File: src/rtl/spi_master_sequencer_if.sv
// Host and SPI-master facing signal bundle for the SPI master sequencer.
// The sequencer connects through the slave modport. The host side and the
// SPI master side connect through the master modport.
`timescale 1ns/1ps
interface spi_master_sequencer_if #(
  parameter int bits_size = 8,
  parameter int addr_w    = 3
);
  // Host TX side
  logic                 wr_en;
  logic [bits_size-1:0] wr_data;
  logic                 tx_full;
  logic [addr_w:0]      tx_count;
  // Host RX side
  logic                 rd_en;
  logic [bits_size-1:0] rd_data;
  logic                 rx_empty;
  logic [addr_w:0]      rx_count;
  logic                 rx_overflow;
  logic                 busy;
  // SPI master side
  logic [bits_size-1:0] spi_data_in;
  logic                 spi_tx_start;
  logic                 spi_rx_done;
  logic [bits_size-1:0] spi_data_out;

  modport slave (
    input  wr_en, wr_data, rd_en, spi_rx_done, spi_data_out,
    output tx_full, tx_count, rd_data, rx_empty, rx_count, rx_overflow, busy,
           spi_data_in, spi_tx_start
  );

  modport master (
    output wr_en, wr_data, rd_en, spi_rx_done, spi_data_out,
    input  tx_full, tx_count, rd_data, rx_empty, rx_count, rx_overflow, busy,
           spi_data_in, spi_tx_start
  );
endinterface

File: src/rtl/spi_master_sequencer.sv
// SPI master sequencer: queues host bytes in a TX FIFO, runs one full-duplex
// SPI frame per byte back-to-back, and stores each received byte in an RX
// FIFO that the host drains (first-word-fall-through read port).
`timescale 1ns/1ps
module spi_master_sequencer #(
  parameter int bits_size  = 8,
  parameter int fifo_depth = 8,
  parameter int addr_w     = 3
) (
  input  logic                    clk,
  input  logic                    reset_n,
  spi_master_sequencer_if.slave   bus
);

  // Frame sequencing states
  localparam logic [2:0] ST_IDLE  = 3'd0;
  localparam logic [2:0] ST_LOAD  = 3'd1;
  localparam logic [2:0] ST_START = 3'd2;
  localparam logic [2:0] ST_WAIT  = 3'd3;
  localparam logic [2:0] ST_STORE = 3'd4;

  localparam logic [addr_w:0]   depth_c   = (addr_w + 1)'(fifo_depth);
  localparam logic [addr_w:0]   zero_c    = {(addr_w + 1){1'b0}};
  localparam logic [addr_w:0]   one_c     = (addr_w + 1)'(32'd1);
  localparam logic [addr_w-1:0] ptr_one_c = (addr_w)'(32'd1);
  localparam logic [addr_w-1:0] ptr_zero_c = {addr_w{1'b0}};
  localparam logic [bits_size-1:0] byte_zero_c = {bits_size{1'b0}};

  // TX FIFO state
  logic [bits_size-1:0] tx_mem_r [fifo_depth];
  logic [addr_w-1:0]    tx_wr_ptr_r;
  logic [addr_w-1:0]    tx_rd_ptr_r;
  logic [addr_w:0]      tx_count_r;
  logic                 tx_full_r;
  logic [addr_w:0]      tx_count_nxt_s;

  // RX FIFO state
  logic [bits_size-1:0] rx_mem_r [fifo_depth];
  logic [addr_w-1:0]    rx_wr_ptr_r;
  logic [addr_w-1:0]    rx_rd_ptr_r;
  logic [addr_w:0]      rx_count_r;
  logic                 rx_empty_r;
  logic                 rx_overflow_r;
  logic [addr_w:0]      rx_count_nxt_s;

  // Sequencer state
  logic [2:0]           state_r;
  logic [2:0]           state_nxt_s;
  logic [bits_size-1:0] spi_data_in_r;
  logic                 spi_tx_start_r;
  logic                 busy_r;
  logic [bits_size-1:0] rx_capture_r;

  // FIFO handshake qualifiers
  logic tx_push_s;
  logic tx_pop_s;
  logic rx_push_s;
  logic rx_pop_s;
  logic rx_drop_s;

  // Qualify host requests against the start-of-cycle FIFO flags and decide
  // whether the captured byte can be stored (a same-cycle host pop frees room).
  always_comb begin
    tx_push_s = bus.wr_en & ~tx_full_r;
    tx_pop_s  = (state_r == ST_IDLE) && (tx_count_r != zero_c);
    rx_pop_s  = bus.rd_en & ~rx_empty_r;
    if (state_r == ST_STORE) begin
      rx_push_s = (rx_count_r != depth_c) || rx_pop_s;
    end else begin
      rx_push_s = 1'b0;
    end
    rx_drop_s = (state_r == ST_STORE) && !rx_push_s;
  end

  // Next TX occupancy from the push/pop pair.
  always_comb begin
    tx_count_nxt_s = tx_count_r;
    case ({tx_push_s, tx_pop_s})
      2'b10:   tx_count_nxt_s = tx_count_r + one_c;
      2'b01:   tx_count_nxt_s = tx_count_r - one_c;
      default: tx_count_nxt_s = tx_count_r;
    endcase
  end

  // Next RX occupancy from the push/pop pair.
  always_comb begin
    rx_count_nxt_s = rx_count_r;
    case ({rx_push_s, rx_pop_s})
      2'b10:   rx_count_nxt_s = rx_count_r + one_c;
      2'b01:   rx_count_nxt_s = rx_count_r - one_c;
      default: rx_count_nxt_s = rx_count_r;
    endcase
  end

  // Frame sequencing: one LOAD cycle settles data before the start pulse,
  // and WAIT holds with no timeout until the master reports completion.
  always_comb begin
    state_nxt_s = state_r;
    case (state_r)
      ST_IDLE: begin
        if (tx_count_r != zero_c) begin
          state_nxt_s = ST_LOAD;
        end else begin
          state_nxt_s = ST_IDLE;
        end
      end
      ST_LOAD:  state_nxt_s = ST_START;
      ST_START: state_nxt_s = ST_WAIT;
      ST_WAIT: begin
        if (bus.spi_rx_done) begin
          state_nxt_s = ST_STORE;
        end else begin
          state_nxt_s = ST_WAIT;
        end
      end
      ST_STORE: state_nxt_s = ST_IDLE;
      default:  state_nxt_s = ST_IDLE;
    endcase
  end

  // TX FIFO storage, pointers and registered occupancy flags.
  always_ff @(posedge clk or negedge reset_n) begin
    if (!reset_n) begin
      for (int i = 0; i < fifo_depth; i++) begin
        tx_mem_r[i] <= byte_zero_c;
      end
      tx_wr_ptr_r <= ptr_zero_c;
      tx_rd_ptr_r <= ptr_zero_c;
      tx_count_r  <= zero_c;
      tx_full_r   <= 1'b0;
    end else begin
      if (tx_push_s) begin
        tx_mem_r[tx_wr_ptr_r] <= bus.wr_data;
        tx_wr_ptr_r           <= tx_wr_ptr_r + ptr_one_c;
      end
      if (tx_pop_s) begin
        tx_rd_ptr_r <= tx_rd_ptr_r + ptr_one_c;
      end
      tx_count_r <= tx_count_nxt_s;
      tx_full_r  <= (tx_count_nxt_s == depth_c);
    end
  end

  // RX FIFO storage, pointers, registered occupancy flags and sticky overflow.
  always_ff @(posedge clk or negedge reset_n) begin
    if (!reset_n) begin
      for (int i = 0; i < fifo_depth; i++) begin
        rx_mem_r[i] <= byte_zero_c;
      end
      rx_wr_ptr_r   <= ptr_zero_c;
      rx_rd_ptr_r   <= ptr_zero_c;
      rx_count_r    <= zero_c;
      rx_empty_r    <= 1'b1;
      rx_overflow_r <= 1'b0;
    end else begin
      if (rx_push_s) begin
        rx_mem_r[rx_wr_ptr_r] <= rx_capture_r;
        rx_wr_ptr_r           <= rx_wr_ptr_r + ptr_one_c;
      end
      if (rx_pop_s) begin
        rx_rd_ptr_r <= rx_rd_ptr_r + ptr_one_c;
      end
      rx_count_r <= rx_count_nxt_s;
      rx_empty_r <= (rx_count_nxt_s == zero_c);
      if (rx_drop_s) begin
        rx_overflow_r <= 1'b1;
      end
    end
  end

  // Sequencer registers: state, held TX byte, start pulse, busy and RX capture.
  always_ff @(posedge clk or negedge reset_n) begin
    if (!reset_n) begin
      state_r        <= ST_IDLE;
      spi_data_in_r  <= byte_zero_c;
      spi_tx_start_r <= 1'b0;
      busy_r         <= 1'b0;
      rx_capture_r   <= byte_zero_c;
    end else begin
      state_r        <= state_nxt_s;
      spi_tx_start_r <= (state_nxt_s == ST_START);
      busy_r         <= (state_nxt_s != ST_IDLE);
      if (tx_pop_s) begin
        spi_data_in_r <= tx_mem_r[tx_rd_ptr_r];
      end
      if ((state_r == ST_WAIT) && bus.spi_rx_done) begin
        rx_capture_r <= bus.spi_data_out;
      end
    end
  end

  assign bus.tx_full      = tx_full_r;
  assign bus.tx_count     = tx_count_r;
  assign bus.rd_data      = rx_mem_r[rx_rd_ptr_r];
  assign bus.rx_empty     = rx_empty_r;
  assign bus.rx_count     = rx_count_r;
  assign bus.rx_overflow  = rx_overflow_r;
  assign bus.busy         = busy_r;
  assign bus.spi_data_in  = spi_data_in_r;
  assign bus.spi_tx_start = spi_tx_start_r;

endmodule

File: src/flat_wrapper.sv
// flat-port wrapper written by rule: the top's interface ports become plain ports
module spi_master_sequencer_flat 
#(
  parameter int bits_size  = 8,
  parameter int fifo_depth = 8,
  parameter int addr_w     = 3
)
  (clk, reset_n, bus_wr_en, bus_wr_data, bus_rd_en, bus_spi_rx_done, bus_spi_data_out, bus_tx_full, bus_tx_count, bus_rd_data, bus_rx_empty, bus_rx_count, bus_rx_overflow, bus_busy, bus_spi_data_in, bus_spi_tx_start);
  spi_master_sequencer_if #(.bits_size(bits_size), .addr_w(addr_w)) bus_i ();
  input  logic clk;
  input  logic reset_n;
  input wire logic [$bits(bus_i.wr_en)-1:0] bus_wr_en;
  input wire logic [$bits(bus_i.wr_data)-1:0] bus_wr_data;
  input wire logic [$bits(bus_i.rd_en)-1:0] bus_rd_en;
  input wire logic [$bits(bus_i.spi_rx_done)-1:0] bus_spi_rx_done;
  input wire logic [$bits(bus_i.spi_data_out)-1:0] bus_spi_data_out;
  output wire logic [$bits(bus_i.tx_full)-1:0] bus_tx_full;
  output wire logic [$bits(bus_i.tx_count)-1:0] bus_tx_count;
  output wire logic [$bits(bus_i.rd_data)-1:0] bus_rd_data;
  output wire logic [$bits(bus_i.rx_empty)-1:0] bus_rx_empty;
  output wire logic [$bits(bus_i.rx_count)-1:0] bus_rx_count;
  output wire logic [$bits(bus_i.rx_overflow)-1:0] bus_rx_overflow;
  output wire logic [$bits(bus_i.busy)-1:0] bus_busy;
  output wire logic [$bits(bus_i.spi_data_in)-1:0] bus_spi_data_in;
  output wire logic [$bits(bus_i.spi_tx_start)-1:0] bus_spi_tx_start;
  assign bus_i.wr_en = bus_wr_en;
  assign bus_i.wr_data = bus_wr_data;
  assign bus_i.rd_en = bus_rd_en;
  assign bus_i.spi_rx_done = bus_spi_rx_done;
  assign bus_i.spi_data_out = bus_spi_data_out;
  assign bus_tx_full = bus_i.tx_full;
  assign bus_tx_count = bus_i.tx_count;
  assign bus_rd_data = bus_i.rd_data;
  assign bus_rx_empty = bus_i.rx_empty;
  assign bus_rx_count = bus_i.rx_count;
  assign bus_rx_overflow = bus_i.rx_overflow;
  assign bus_busy = bus_i.busy;
  assign bus_spi_data_in = bus_i.spi_data_in;
  assign bus_spi_tx_start = bus_i.spi_tx_start;
  spi_master_sequencer #(.bits_size(bits_size), .fifo_depth(fifo_depth), .addr_w(addr_w)) u_core (.clk(clk), .reset_n(reset_n), .bus(bus_i));
endmodule
File: config.mk
export PLATFORM = sky130hd
export DESIGN_NAME = spi_master_sequencer_flat
export DESIGN_NICKNAME = d
export VERILOG_FILES = /design/src/rtl/spi_master_sequencer_if.sv /design/src/rtl/spi_master_sequencer.sv /design/src/flat_wrapper.sv
export SDC_FILE = /design/constraint.sdc
export NUM_CORES = 1
export LEC_CHECK = 0
export CAP_MARGIN = 0
export CORE_MARGIN = 2
export CORE_UTILIZATION = 40
export CTS_BUF_LIST = sky130_fd_sc_hd__clkbuf_8
export DETAILED_ROUTE_END_ITERATION = 6
export SLEW_MARGIN = 20
export SYNTH_ARGS = -nofsm -noshare
export SYNTH_HDL_FRONTEND = slang
export SYNTH_SLANG_ARGS = --single-unit
File: constraint.sdc
create_clock -name clk -period 5.11 [get_ports clk]
set_clock_uncertainty 0.15 [all_clocks]
set_input_delay 0.511 -clock clk [delete_from_list [all_inputs] [get_ports clk]]
set_output_delay 0.511 -clock clk [all_outputs]
set_load 0.005 [all_outputs]
==> flow_summary_export.csv <==
group,metric,value,unit
pwr,comb_power_share,0.338,
synthesis,avgSynthCellArea,14.80,sq um
pwr,peakVddDrop,0.3206,mV
synthesis,synthTopCellsByArea,"dfrtp_1, mux2_2, mux4_2",
clock_network,cts_resized,0,
clock_network,clockRootBuffer,"clkbuf_8",
die,fp-row-count,50,
final_layout,final_util,0.4714,
routing,drtAntennaViolNets,0,
critical_path,r2r_end,"u_core.bus.tx_full",
global_route,grt_max_degree,100,
routing,via_per_inst,5.172,
routing,vias,4391,
status,violations,"negative hold slack",
sta,setup_slack,1.611,ns
global_route,grt_overflow,0,
global_route,grt_usage,0.1681,
die,die_x,143.4,microns
clock_network,cts.clk_slew.worst_paths,0.10,ns
routing,totalWireLength,16.05,mm
routing,wire_per_inst,18.91,microns
synthesis,synth.most_common_cell,"dfrtp_1",
final_layout,drive_gt1_frac,0.3769,
synthesis,yosys-top-cells-count,"dfrtp_1, mux2_2, nand2_1",
pwr,power.internal,3.303,mW
global_route,antenna_found_initial,0,
critical_path,reg2reg_depth,10,
sta,setup_viol,0,
sta,relSlewSlack,0.3222,
place,dp_hpwl,10.26,mm
clock_network,clock_latency,0.45,ns
place,portBuffers,49,
die,dieArea,20560,sq um
pwr,power_frac_seq,0.474,
critical_path,arrival,3.67,ns
clock_network,numCtsBuffers,17,
clock_network,ctsHoldBuffers,0,
final_layout,n_fill_cell,1690,
pwr,powerDensity,560.9,nW/um^2
synthesis,syn_inst,525,
status,outcome,"finished, violations left",
flow_run,drv_cap,0,
pwr,netSwitchingFraction,0.3388,
critical_path,worstPathMaxFanout,19,
sta,tightestPinTransition,1.011,ns
routing,drc_errors,0,
place,place_ws,1.425,ns
critical_path,start_kind,"flip-flop",
synthesis,synth_top_area_frac,0.5507,
place,place_congestion,0.7663,
pwr,p_leak,3.969,nW
synthesis,syn-num-nets,556,
clock_network,cts_htree_levels,4,
synthesis,synth-seq-area-share,0.5541,
die,die_y,143.4,microns
critical_path,rr_startpoint,"u_core.bus.tx_count[1]",
synthesis,synth.distinct_cells,47,
sta,fin_tns_setup,0,ns
clock_network,clk_path_buf_depth,2,
final_layout,area_delta_synth_final,14.62,%
sta,min_period_over_period,0.6848,
final_layout,antennaDiodeCount,0,
sta,hold_viol,6,
synthesis,synth_ff_type,"dfrtp_1",
sta,layout_min_cycle_time,3.499,ns
global_route,grt_pass1_vias,4688,
pwr,clkPwrFrac,0.188,
final_layout,nets,607,
final_layout,multiInputGateArea,3343,sq um
synthesis,synth_edf_count,0,
sta,holdWs,-0.01599,ns
min_path,hold_class,"input pin to async pin",
critical_path,crit_required,5.28,ns
clock_network,clock-sinks,172,
pwr,p_switching,1.692,mW
sta,final_max_slew_viol_count,0,
routing,drtPass1Iterations,4,
die,core-area,18890,sq um
global_route,grt_first_pass_wirelength,25.82,mm
clock_network,cts_setup_buffers,0,
sta,max_freq,285.8,MHz
synthesis,yosys.area.top_type,"dfrtp_1",
synthesis,async_flop_share,1.000,
critical_path,r2r_setup_slack,1.61,ns
synthesis,synth_seq_cells,172,
synthesis,yosysWarnings,0,
synthesis,synth.cell_area,7770,sq um
critical_path,crit_path_end_kind,"flip-flop",
clock_network,cts_tree,"done",
critical_path,path_class,"flip-flop to flip-flop",
sta,rsz0062_at_grt,"false",
final_layout,final-seq-area,4305,sq um
routing,drt_iter0_drc,195,
die,start_util,0.4113,
die,num_io_pins,50,
[how the worst max path moves through the flow]
stage          slack [ns]                   to                    from  cells past startpoint
2_1_floorplan        2.22   u_core.bus.tx_full  u_core.bus.tx_count[1]                     11
3_3_place_gp         1.52  u_core.bus.rx_empty               bus_rd_en                     11
3_5_place_dp         1.43  u_core.bus.rx_empty               bus_rd_en                     11
4_1_cts              1.55   u_core.bus.tx_full  u_core.bus.tx_count[0]                     10
5_1_grt              1.08   u_core.bus.tx_full  u_core.bus.tx_count[0]                     10
6_report             1.61   u_core.bus.tx_full  u_core.bus.tx_count[1]                     10
[layer usage]
layer,vias up,GRT usage,wire length (microns)
li1,2015,-,-
met1,2309,0.2156,7101
met2,52,0.2890,8291
met3,15,0.03765,480
met4,0,0.04489,179
met5,-,0,0
[critical path, cell delays in order, from the launching register on]
cell       delay (ns)
dfrtp_1          0.47
nor4_1           0.46
or4_1            0.60
inv_1            0.19
ha_1             0.29
xor2_1           0.17
ha_1             0.18
a21oi_1          0.14
mux2i_1          0.24
xnor2_1          0.10
a2111oi_0        0.39
[final cells by class]
cell class                      count  area share
Inverter                            6    0.003091
Tap cell                          260     0.03653
Clock inverter                     14     0.01517
Timing Repair Buffer               53     0.05858
Sequential cell                   172      0.4834
Clock buffer                       18     0.02782
Multi-Input combinational cell    326      0.3754
[layout by cell type, fill, tap and decap left out, types with 2 or more instances in the layout]
master,Yosys,layout
nand3b_1,3,3
clkdlybuf4s50_1,0,48
clkinv_2,0,2
ha_1,10,10
and3_1,2,2
a211o_1,3,3
nor2b_1,5,5
inv_1,4,4
a21oi_1,7,7
nor2_1,9,9
mux4_2,32,32
nor4b_4,2,2
nand2_1,50,50
inv_6,1,6
xor2_1,3,3
nor3b_2,2,2
nand4b_2,2,2
mux2_2,139,139
o21ai_0,10,10
buf_4,0,4
nor3_2,2,2
xnor2_1,11,11
mux2i_1,10,10
dfrtp_1,171,171
nand3_1,2,2
nand2b_1,2,2
clkbuf_8,0,18
clkinv_4,0,2
nor3_1,3,3
clkinvlp_4,0,3
[sequential cells by signal (all words and copies together), names as in the netlist]
name / flops
u_core.bus.rx_empty: 1
u_core.state_r: 3
u_core.bus.tx_count: 4
u_core.bus.tx_full: 1
u_core.rx_rd_ptr_r: 3
u_core.bus.spi_tx_start: 1
u_core.bus.spi_data_in: 8
u_core.bus.rx_count: 4
u_core.bus.busy: 1
u_core.rx_capture_r: 8
u_core.tx_rd_ptr_r: 3
u_core.tx_mem_r: 64
u_core.rx_mem_r: 64
u_core.rx_wr_ptr_r: 3
u_core.bus.rx_overflow: 1
u_core.tx_wr_ptr_r: 3
[logic make-up (layout without fill, tap and decap cells)]
group                    count (synthesis)  count (layout)  share of synthesized area
multiplexers                           181             181                     0.3071
flip-flops                             172             172                     0.5541
AND/OR/NAND/NOR                         96              96                    0.07150
buffers and inverters                   27              91                    0.01562
AO/OA/AOI/OAI                           25              25                    0.01981
XOR/XNOR                                14              14                    0.01578
adder cells (fa/ha/maj)                 10              10                    0.01610
[power by group through the flow]
stage	clock (mW)	combinational, mW	sequential [mW]
after global routing	1.03	1.87	2.45
after floorplan	0	1.38	2.12
final	0.938	1.69	2.37
after global placement	0	1.67	2.36
after detailed placement	0	1.72	2.40
after CTS	0.969	1.73	2.37
[per-stage QoR]
stage / instances / area [sq um] / total power [mW]
after floorplan: 525 / 7770 / 3.496
after global placement: 817 / 8523 / 4.027
after detailed placement: 817 / 8523 / 4.118
after CTS: 849 / 8906 / 5.067
after global routing: 849 / 8906 / 5.349
final: 849 / 8906 / 4.995
No activity file was read; power rests on OpenSTA's default activity.
